`src/rtl/vram_arbiter.sv`:
```
// Shares one VRAM port among NUM_REQ masters, one transaction in flight at a time.
// Round-robin by default; define VRAM_ARB_FIXED_PRIO_EN for fixed lowest-index priority.
module vram_arbiter #(
    parameter int NUM_REQ = 3,
    parameter int ADDR_W  = 32,
    parameter int DATA_W  = 16
) (
    input  logic                      clk,
    input  logic                      reset_i,
    input  logic [NUM_REQ-1:0]        req_sel_i,
    input  logic [NUM_REQ-1:0]        req_wr_i,
    input  logic [NUM_REQ*4-1:0]      req_mask_i,
    input  logic [NUM_REQ*ADDR_W-1:0] req_addr_i,
    input  logic [NUM_REQ*DATA_W-1:0] req_data_i,
    output logic [NUM_REQ-1:0]        req_ack_o,
    output logic [DATA_W-1:0]         req_data_o,
    input  logic                      vram_ack_i,
    input  logic [DATA_W-1:0]         vram_data_in_i,
    output logic                      vram_sel_o,
    output logic                      vram_wr_o,
    output logic [3:0]                vram_mask_o,
    output logic [ADDR_W-1:0]         vram_addr_o,
    output logic [DATA_W-1:0]         vram_data_out_o,
    output logic [$clog2(NUM_REQ)-1:0] grant_o,
    output logic                      busy_o
);
    localparam int GW = $clog2(NUM_REQ);

    typedef enum logic {S_IDLE, S_BUSY} state_t;

    state_t              r_state;
    logic                r_vram_sel;
    logic                r_vram_wr;
    logic [3:0]          r_vram_mask;
    logic [ADDR_W-1:0]   r_vram_addr;
    logic [DATA_W-1:0]   r_vram_data;
    logic [GW-1:0]       r_grant;

    logic [3:0]          w_mask [NUM_REQ];
    logic [ADDR_W-1:0]   w_addr [NUM_REQ];
    logic [DATA_W-1:0]   w_data [NUM_REQ];
    logic [GW-1:0]       w_winner;
    logic                w_any;

    genvar gi;
    generate
        for (gi = 0; gi < NUM_REQ; gi++) begin : g_req
            assign w_mask[gi]    = req_mask_i[4*gi +: 4];
            assign w_addr[gi]    = req_addr_i[ADDR_W*gi +: ADDR_W];
            assign w_data[gi]    = req_data_i[DATA_W*gi +: DATA_W];
            assign req_ack_o[gi] = vram_ack_i & (r_state == S_BUSY) & (r_grant == GW'(gi));
        end
    endgenerate

    assign w_any = |req_sel_i;

`ifdef VRAM_ARB_FIXED_PRIO_EN
    // Walk from the top so the lowest set index is the last assignment.
    always_comb begin
        w_winner = '0;
        for (int k = NUM_REQ - 1; k >= 0; k--) begin
            if (req_sel_i[k]) w_winner = GW'(k);
        end
    end
`else
    logic [GW-1:0] r_last;
    logic [GW-1:0] w_rr_idx [NUM_REQ];

    // w_rr_idx[k] is the (k+1)-th candidate after the last winner.
    generate
        for (gi = 0; gi < NUM_REQ; gi++) begin : g_rr
            assign w_rr_idx[gi] = GW'((int'(r_last) + gi + 1) % NUM_REQ);
        end
    endgenerate

    always_comb begin
        w_winner = '0;
        for (int k = NUM_REQ - 1; k >= 0; k--) begin
            if (req_sel_i[w_rr_idx[k]]) w_winner = w_rr_idx[k];
        end
    end
`endif

    always_ff @(posedge clk) begin
        if (reset_i) begin
            r_state     <= S_IDLE;
            r_vram_sel  <= 1'b0;
            r_vram_wr   <= 1'b0;
            r_vram_mask <= 4'hF;
            r_vram_addr <= '0;
            r_vram_data <= '0;
            r_grant     <= '0;
`ifndef VRAM_ARB_FIXED_PRIO_EN
            r_last      <= GW'(NUM_REQ - 1);
`endif
        end else begin
            case (r_state)
                S_IDLE: begin
                    if (w_any) begin
                        r_vram_sel  <= 1'b1;
                        r_vram_wr   <= req_wr_i[w_winner];
                        r_vram_mask <= w_mask[w_winner];
                        r_vram_addr <= w_addr[w_winner];
                        r_vram_data <= w_data[w_winner];
                        r_grant     <= w_winner;
`ifndef VRAM_ARB_FIXED_PRIO_EN
                        r_last      <= w_winner;
`endif
                        r_state     <= S_BUSY;
                    end
                end
                S_BUSY: begin
                    // Outputs stay frozen until the controller completes the access.
                    if (vram_ack_i) begin
                        r_vram_sel <= 1'b0;
                        r_vram_wr  <= 1'b0;
                        r_state    <= S_IDLE;
                    end
                end
                default: r_state <= S_IDLE;
            endcase
        end
    end

    assign req_data_o      = vram_data_in_i;
    assign vram_sel_o      = r_vram_sel;
    assign vram_wr_o       = r_vram_wr;
    assign vram_mask_o     = r_vram_mask;
    assign vram_addr_o     = r_vram_addr;
    assign vram_data_out_o = r_vram_data;
    assign grant_o         = r_grant;
    assign busy_o          = (r_state == S_BUSY);

endmodule

```
`config.mk`:
```
export PLATFORM = sky130hd
export DESIGN_NAME = vram_arbiter
export DESIGN_NICKNAME = d
export VERILOG_FILES = /design/src/rtl/vram_arbiter.sv
export SDC_FILE = /design/constraint.sdc
export NUM_CORES = 1
export LEC_CHECK = 0
export BUFFER_PORTS_ARGS = -buffer_cell sky130_fd_sc_hd__buf_2
export CAP_MARGIN = 20
export CORE_MARGIN = 1.5
export CORE_UTILIZATION = 30
export DETAILED_ROUTE_END_ITERATION = 16
export PLACE_DENSITY = 0.65
export SYNTH_ARGS = -nofsm -noshare
export SYNTH_HDL_FRONTEND = slang
export SYNTH_SLANG_ARGS = --single-unit
```
`constraint.sdc`:
```
create_clock -name clk -period 2.7 [get_ports clk]
set_input_delay 0.135 -clock clk [delete_from_list [all_inputs] [get_ports clk]]
set_output_delay 0.135 -clock clk [all_outputs]
set_load 0.005 [all_outputs]
```
### Word level (Yosys, flattened, before mapping)

Index checks and enable logic that the tools add are counted.

| word-level totals | value |
|---|---|
| output and inout port bits | 76 |
| flip-flop bits (word level) | 59 |

| operators by class | value |
|---|---|
| reductions and logical operators | 4 |
| muxes and demuxes | 28 |
| eq/ne operators | 4 |
| bitwise operators | 6 |
| $lt $le $gt $ge | 5 |
| div/mod/pow operators | 3 |
| $add $sub $neg | 4 |

Operators with widths:

| kind | number |
|---|---|
| $mod A32 B3 Y32 const B | 3 |
| $bmux W32 S2 | 1 |
| $mux W32 | 2 |
| $bmux W16 S2 | 1 |
| $mux W16 | 2 |
| $lt A2 B3 Y1 const B | 4 |
| $mux W1 | 9 |
| $add A3 B1 Y4 const B | 2 |
| $bmux W1 S2 | 4 |
| $bmux W4 S2 | 1 |
| $mux W4 | 2 |
| $mux W2 | 3 |
| $pmux W1 S2 | 3 |
| $and A1 B1 Y1 | 4 |
| $ne A2 B2 Y1 const B | 2 |
| $reduce_and A2 Y1 | 2 |
| $add A2 B1 Y3 const B | 1 |
| $add A2 B2 Y3 const B | 1 |
| $ge A3 B3 Y1 const B | 1 |
| $not A2 Y3 | 1 |
| $reduce_or A3 Y1 | 1 |
| $eq A2 B1 Y1 const B | 1 |
| $eq A2 B2 Y1 const B | 1 |
| $logic_not A2 Y1 | 1 |
| $not A1 Y1 | 1 |

### Depth between registers and ports, before layout

Gate-level depths: netlist of the first run.

| depth | value |
|---|---|
| depth after elaboration | 12 |
| mapped depth | 9 |
| gate-level depth less buffers | 7 |

### Least setup slack after synthesis of the first run

Ideal clock, no wire load.

| timing path | value |
|---|---|
| kind | register -> register |
| from | reg, netlist name grant_o[0] |
| to | reg r_vram_addr[30], in the netlist vram_addr_o[30] |
| required time | 2,578 ps |
| stages on the path, launching flop included | 9 |
| library setup time | 122 ps |
| data arrival time | 2,094 ps |
| setup slack | 484 ps |
| path through | dfxtp_1 inv_1 ha_1 inv_1 o221ai_2 a311oi_4 buf_2 and4_1 a311o_1 |

RTL lines:

| what | RTL line | text |
|---|---|---|
| end signal: assignment | 103 | `r_vram_addr <= w_addr[w_winner];` |
| end: declaration | 35 | `logic [ADDR_W-1:0] r_vram_addr;` |

==> metrics.md, run 1 <==
| Metric | Value |
|---|---|
| # rows | `42` |
| Fin crit share | `90.8%` |
| LEAKAGE | `2.41 nW` |
| Critical path, cell by cell | `inv_1, ha_1, inv_1, a21boi_0, o221ai_4, buf_12, and4_1, a311o_1` |
| Comb pwr share | `36.3%` |
| Via count of the first global-routing pass | `4714` |
| Via/cell ratio | `5.57` |
| DRC errors left | `0` |
| Count of cell types in the netlist | `38` |
| Area Overhead vs Synth | `35.5%` |
| Setup TNS | `0 ps` |
| Hold path endpoint | `vram_addr_o[18]` |
| Routed Antenna Nets | `0` |
| Worst slew pin tran | `617 ps` |
| #FFs+latches synth | `58` |
| Most common cell on crit path | `inv_1` |
| Clock power frac | `32.1%` |
| Drt wl/cell | `17.3 um` |
| PD cells | `610 nW/um2` |
| Yosys warns | `0` |
| Max incr delay on CP | `420 ps` |
| Max Used Layer | `met4` |
| CP Class | `reg -> reg` |
| Worst path required time | `2920 ps` |
| Clock buffer depth | `2` |
| RR Endpoint | `vram_addr_o[30]` |
| Drt pass-1 iters | `5` |
| Max cap viols | `0` |
| I/O pins | `257` |
| Clk_lat worst skew | `330 ps` |
| Final non-filler cell total | `874` |
| Synth Instances | `522` |
| Worst reg2reg setup slack | `250 ps` |
| Share of cells above drive strength 1 | `39.1%` |
| Routed length on met3 | `1020 um` |
| Worst Hold Depth | `2` |
| Worst-case reg-to-reg path depth | `8` |
| Gr ovfl total | `0` |
| Sequential Power Share | `31.6%` |
| Final hold violation count | `0` |
| Global-route wire length before repair | `23500 um` |
| Initial core utilization | `31.1%` |
| Syn Area/Cell | `7.98 um2` |
| Cell area after layout | `5640 um2` |
| Status | `complete, no violations` |
| Gpl congestion | `0.776` |
| CTS tree | `built` |
| Routed wire length | `15100 um` |
| Die W | `121 um` |
| Area after DPL | `5350 um2` |
| Die ar. | `14600 um2` |
| Hold path startpoint | `req_addr_i[18]` |
| Register area share after synthesis | `27.9%` |
| Pin count of the biggest net entering global routing | `58` |
| Vias | `4870` |
| Startpoint class of the critical path | `flop` |
| Final Max Slew Viols | `0` |
| Num CTS Buffers | `9` |
| Overall Global Routing Usage | `20.2%` |
| Final setup viols | `0` |
| Rel. slew slack | `58.9%` |
| Post-Syn Area | `4170 um2` |
| Sw Pwr | `0.00121 W` |
| Core Area | `13400 um2` |
| CTS clock-pin slew for the worst setup and hold paths | `50 ps` |
| Fmax achieved | `408 MHz` |
| Slowest cell on the critical path | `ha_1` |
| Met2 WL | `7480 um` |
| P_int | `0.00223 W` |
| Net total in the final layout | `878` |
| Peak supply drop | `0.401 mV` |
| Post-CTS Hold Buffers | `1` |
| # diodes | `0` |
| Post CTS Setup Buffer Count | `0` |
| CTS Sinks | `58` |
| Syn_nets | `707` |
| Reg2reg start | `grant_o[0]` |
| Arrival time at the worst endpoint | `2680 ps` |
| Initial antenna violation count | `0` |
| CP max FO | `55` |
| Post-CTS Resized | `0` |
| Skew final | `3.00 ps` |
| HPWL Detailed | `10400 um` |
| Sw frac | `35.0%` |
| I/O Buffers | `224` |
| Htree depth | `3` |
| Clk root buf | `clkbuf_16` |
| Wl on met1 | `6300 um` |
| Hold WC Path Type | `in -> reg` |
| DP Cell Count | `857` |
| Die Span Y | `121 um` |
| RSZ-0062 raised after global routing | `no` |
| Crit end category | `flop` |
| Final Critical Period | `2450 ps` |
| Initial drt markers | `399` |
worst max-delay path by stage:
stage	from	to	slack, ps	cells past startpoint
floorplan	grant_o[0]	vram_addr_o[30]	480	8
global placement	grant_o[0]	vram_addr_o[30]	310	8
detailed placement	grant_o[0]	vram_addr_o[30]	270	8
CTS	grant_o[0]	vram_addr_o[30]	250	8
global route	grant_o[0]	vram_addr_o[30]	90	8
finish	grant_o[0]	vram_addr_o[30]	250	8
metrics by stage:
step / hold WS [ps] / power [W] / worst slack, ps / utilization, %
2_1_floorplan: 239 / 0.00183 / 484 / -
3_3_place_gp: 270 / 0.00235 / 311 / 39.9
3_5_place_dp: 270 / 0.00235 / 266 / 39.9
4_1_cts: 19.6 / 0.00348 / 254 / 42.1
5_1_grt: 23.2 / 0.00363 / 89.0 / 42.1
6_report: 34.4 / 0.00344 / 247 / 42.1
per-layer routing:
metal | vias to the layer above | global-route usage [%]
met5 | - | 0
met4 | 0 | 6.32
met3 | 31 | 6.11
met2 | 198 | 35.2
met1 | 2289 | 23.8
li1 | 2352 | -
registers in the layout (all words and copies together), names as in the netlist:
signal           cells
vram_sel_o           1
vram_wr_o            1
r_last               1
vram_mask_o          4
grant_o              2
vram_addr_o         32
vram_data_out_o     16
busy_o               1
cell type report:
type,count,area [um2]
fill,1406,7760
clock buffer,14,274
multi-input combinational,372,2610
sequential,58,1160
tap,176,220
inverter,4,15.0
clock inverter,2,10.0
timing repair buffer,248,1350
worst max-delay path, delay by kind of cell, from the launching register on:
| family | cells | cell delay [ps] |
|---|---|---|
| AO/OA/AOI/OAI | 3 | 780 |
| adder cells (fa/ha/maj) | 1 | 420 |
| buffers and inverters | 3 | 490 |
| flip-flops | 1 | 410 |
| AND/OR/NAND/NOR | 1 | 220 |
cells by family after synthesis:
family,after synthesis,synth area share [%]
adders and majority gates,4,1.20
and+or+nand+nor,238,36.4
muxes,3,0.781
DFF,58,27.9
buffers and inverters,92,10.5
AOI/OAI and AO/OA,127,23.3
power groups by stage:
stage          registers (W)  clock network, W  logic (W)
5_1_grt              0.00110           0.00117    0.00136
6_report             0.00109           0.00110    0.00125
2_1_floorplan        0.00112                 0   0.000711
3_5_place_dp         0.00111                 0    0.00125
4_1_cts              0.00109           0.00114    0.00125
3_3_place_gp         0.00111                 0    0.00124
Yosys cell counts, drive strengths merged:
cell / count / area share [%]
or2: 1 / 0.15
o21ai: 1 / 0.12
and3b: 2 / 0.42
a21oi: 58 / 7.1
dfxtp: 58 / 28
nor2: 7 / 0.63
nand2b: 6 / 0.90
a211oi: 9 / 1.6
o31a: 1 / 0.21
a221oi: 2 / 0.42
clkbuf: 50 / 4.5
and4: 48 / 10
ha: 4 / 1.2
a21boi: 2 / 0.36
o21bai: 1 / 0.18
and3: 2 / 0.30
nand3: 2 / 0.24
and2: 1 / 0.15
a311o: 49 / 12
mux2: 2 / 0.54
a311oi: 1 / 0.63
nor4: 1 / 0.15
nand4: 52 / 7.8
nor3: 8 / 1.2
o211ai: 1 / 0.18
buf: 38 / 5.6
o221ai: 2 / 0.72
nand2: 56 / 5.0
inv: 4 / 0.36
nor2b: 2 / 0.30
nor3b: 49 / 8.8
nand3b: 1 / 0.18
mux2i: 1 / 0.24
placed cells by master (no fill, tap or decap), types with 3 or more instances in the layout:
master,instances
clkbuf_8,3
nand4_1,52
nor2_1,7
inv_1,4
ha_1,4
nor3b_1,49
a211oi_1,9
dfxtp_1,57
buf_2,224
a21oi_1,57
nand2b_1,6
nand2_1,54
nor3_1,7
buf_12,4
clkbuf_16,9
and4_1,48
a311o_1,49
buf_4,19
(Power assumes the default switching activity.)
==> inputs of run 2 (changes only) <==
--- a/config.mk
+++ b/config.mk
@@ -8,9 +8,9 @@
 export BUFFER_PORTS_ARGS = -buffer_cell sky130_fd_sc_hd__buf_2
 export CAP_MARGIN = 20
 export CORE_MARGIN = 1.5
-export CORE_UTILIZATION = 30
+export CORE_UTILIZATION = 44
 export DETAILED_ROUTE_END_ITERATION = 16
-export PLACE_DENSITY = 0.65
+export PLACE_DENSITY = 0.88
 export SYNTH_ARGS = -nofsm -noshare
 export SYNTH_HDL_FRONTEND = slang
 export SYNTH_SLANG_ARGS = --single-unit
==> run 2 against run 1 <==
Against the previous run: clock power fell by 9%; via count rose by 4.3%; clock-buffer cell count fell by 3; critical path type unchanged; critical endpoint is now vram_data_out_o[7]; largest cell class unchanged.
==> metrics.md, run 2 (synthesis results as in run 1) <==
| Metric | Value |
|---|---|
| Die Span Y | `100 um (-17%)` |
| Crit end category | `flop` |
| Final Max Slew Viols | `0 (unchanged)` |
| Rel. slew slack | `59.7% (+0.84 points)` |
| Max cap viols | `0 (unchanged)` |
| Final setup viols | `0 (unchanged)` |
| Commonest cells after routing, fill and taps aside | `buf_2, a21oi_1, dfxtp_1` |
| Vias | `5077 (+4.3%)` |
| Arrival time at the worst endpoint | `2690 ps (about the same)` |
| Die W | `100 um (-17%)` |
| Net total in the final layout | `877 (-0.11%)` |
| Final hold violation count | `0 (unchanged)` |
| Routed Antenna Nets | `0 (unchanged)` |
| Via count of the first global-routing pass | `4879 (+3.5%)` |
| Clk root buf | `clkbuf_8` |
| Die ar. | `10100 um2 (-31%)` |
| Initial core utilization | `45.3% (+14 points)` |
| Final Critical Period | `2470 ps (+20.4 ps)` |
| Initial antenna violation count | `1 (+1)` |
| HPWL Detailed | `10100 um (-2.5%)` |
| Routed wire length | `14400 um (-4.5%)` |
| Peak supply drop | `0.290 mV (-28%)` |
| Fin crit share | `91.6% (+0.76 points)` |
| Post CTS Setup Buffer Count | `0 (unchanged)` |
| CTS clock-pin slew for the worst setup and hold paths | `80 ps (+30 ps)` |
| Area Overhead vs Synth | `31.4%` |
| Startpoint class of the critical path | `flop` |
| Skew final | `9.46 ps (+6.45 ps)` |
| CP max FO | `21 (-62%)` |
| Status | `complete, no violations` |
| Sw Pwr | `0.00117 W (-2.6%)` |
| LEAKAGE | `2.36 nW (-1.9%)` |
| Drt pass-1 iters | `5 (unchanged)` |
| Commonest non-fill, non-tap cell in the layout | `buf_2` |
| PD cells | `606 nW/um2 (-0.60%)` |
| Worst path required time | `2920 ps (about the same)` |
| Hold WC Path Type | `in -> reg` |
| Pin count of the biggest net entering global routing | `58 (unchanged)` |
| Clk_lat worst skew | `340 ps (about the same)` |
| CTS tree | `built` |
| Htree depth | `3 (unchanged)` |
| I/O pins | `257 (unchanged)` |
| Overall Global Routing Usage | `28.1% (+7.8 points)` |
| Gr ovfl total | `0 (unchanged)` |
| CP Class | `reg -> reg` |
| RSZ-0062 raised after global routing | `no` |
| Gpl congestion | `0.883 (+14%)` |
| Largest register FFs | `32 (unchanged)` |
| Worst slew pin tran | `604 ps (-12.6 ps)` |
| Sw frac | `35.4% (+0.35 points)` |
| CTS Sinks | `58 (unchanged)` |
| Core Area | `9200 um2 (-31%)` |
| P_int | `0.00214 W (-4.1%)` |
| Via/cell ratio | `6.28 (+13%)` |
| Final hold slack | `20.6 ps (-13.8 ps)` |
| Drt wl/cell | `17.8 um (+3.2%)` |
| Initial drt markers | `277 (-31%)` |
| DRC errors left | `0 (unchanged)` |
| Clock buffer depth | `2 (unchanged)` |
| Num CTS Buffers | `9 (unchanged)` |
| Setup TNS | `0 ps (unchanged)` |
| Share of cells above drive strength 1 | `39.0% (-0.087 points)` |
| Sequential Power Share | `32.9% (+1.3 points)` |
| Comb pwr share | `37.0% (+0.7 points)` |
| Clock power frac | `30.1% (-2.0 points)` |
| I/O Buffers | `224 (unchanged)` |
| Fmax achieved | `404 MHz (-0.83%)` |
| Global-route wire length before repair | `22700 um (-3.5%)` |
| # rows | `35 (-17%)` |
run 2: worst paths after layout:
path | from | endpoint | slack [ps] | cells after the start
worst min register to register | vram_sel_o | vram_sel_o | 460 | 2
worst max-delay path | grant_o[0] | vram_data_out_o[7] | 230 | 8
worst min-delay path | req_data_i[15] | vram_data_out_o[15] | 20 | 2
worst max register to register | grant_o[0] | vram_data_out_o[7] | 230 | 8
run 2: what timing repair did:
action | in CTS | in global routing
endpoints found under the hold margin | 1 | 0
setup endpoints to repair | 0 | 16
hold buffers | 1 | 0
resized for setup | 0 | 3
run 2: layout make-up:
| type | count | area [um2] |
|---|---|---|
| Antenna cell | 1 | 2.50 |
| Clock buffer | 11 | 131 |
| Clock inverter | 5 | 103 |
| Fill cell | 837 | 3720 |
| Inverter | 4 | 15.0 |
| Multi-Input combinational cell | 372 | 2610 |
| Sequential cell | 58 | 1160 |
| Tap cell | 111 | 139 |
| Timing Repair Buffer | 247 | 1320 |
run 2: routing by layer:
| layer | wire length [um] | track usage [%] | vias up | share of wire [%] |
|---|---|---|---|---|
| li1 | - | - | 2353 | - |
| met1 | 5660 | 33.9 | 2369 | 39 |
| met2 | 7120 | 47.4 | 305 | 49 |
| met3 | 1230 | 7.03 | 50 | 8.5 |
| met4 | 420 | 12.0 | 0 | 2.9 |
| met5 | 0 | 0 | - | 0 |
run 2: power by group through the flow:
stage / clock network, W / logic (W) / registers (W)
after global placement: 0 / 0.00117 / 0.00110
after global routing: 0.00104 / 0.00134 / 0.00111
final: 0.000998 / 0.00123 / 0.00109
after CTS: 0.00101 / 0.00121 / 0.00109
after detailed placement: 0 / 0.00121 / 0.00111
after floorplan: 0 / 0.000711 / 0.00112
run 2: per-stage QoR:
stage                     cells  total power [W]  instance area (um2)  setup WS (ps)  util, %
after floorplan             522          0.00183                 4170            484        -
after global placement      791          0.00227                 5220            347     56.8
after detailed placement    791          0.00232                 5220            197     56.8
after CTS                   808          0.00331                 5470            183     59.4
after global routing        809          0.00348                 5480           21.7     59.6
final                       809          0.00332                 5480            227     59.6
run 2: critical path: stages, from the launching register on:
cell and delay (ps):
dfxtp_1 410, inv_1 120, ha_1 410, inv_1 150
a21boi_0 320, o221ai_4 190, buf_4 240, and4_1 220
a311o_1 270
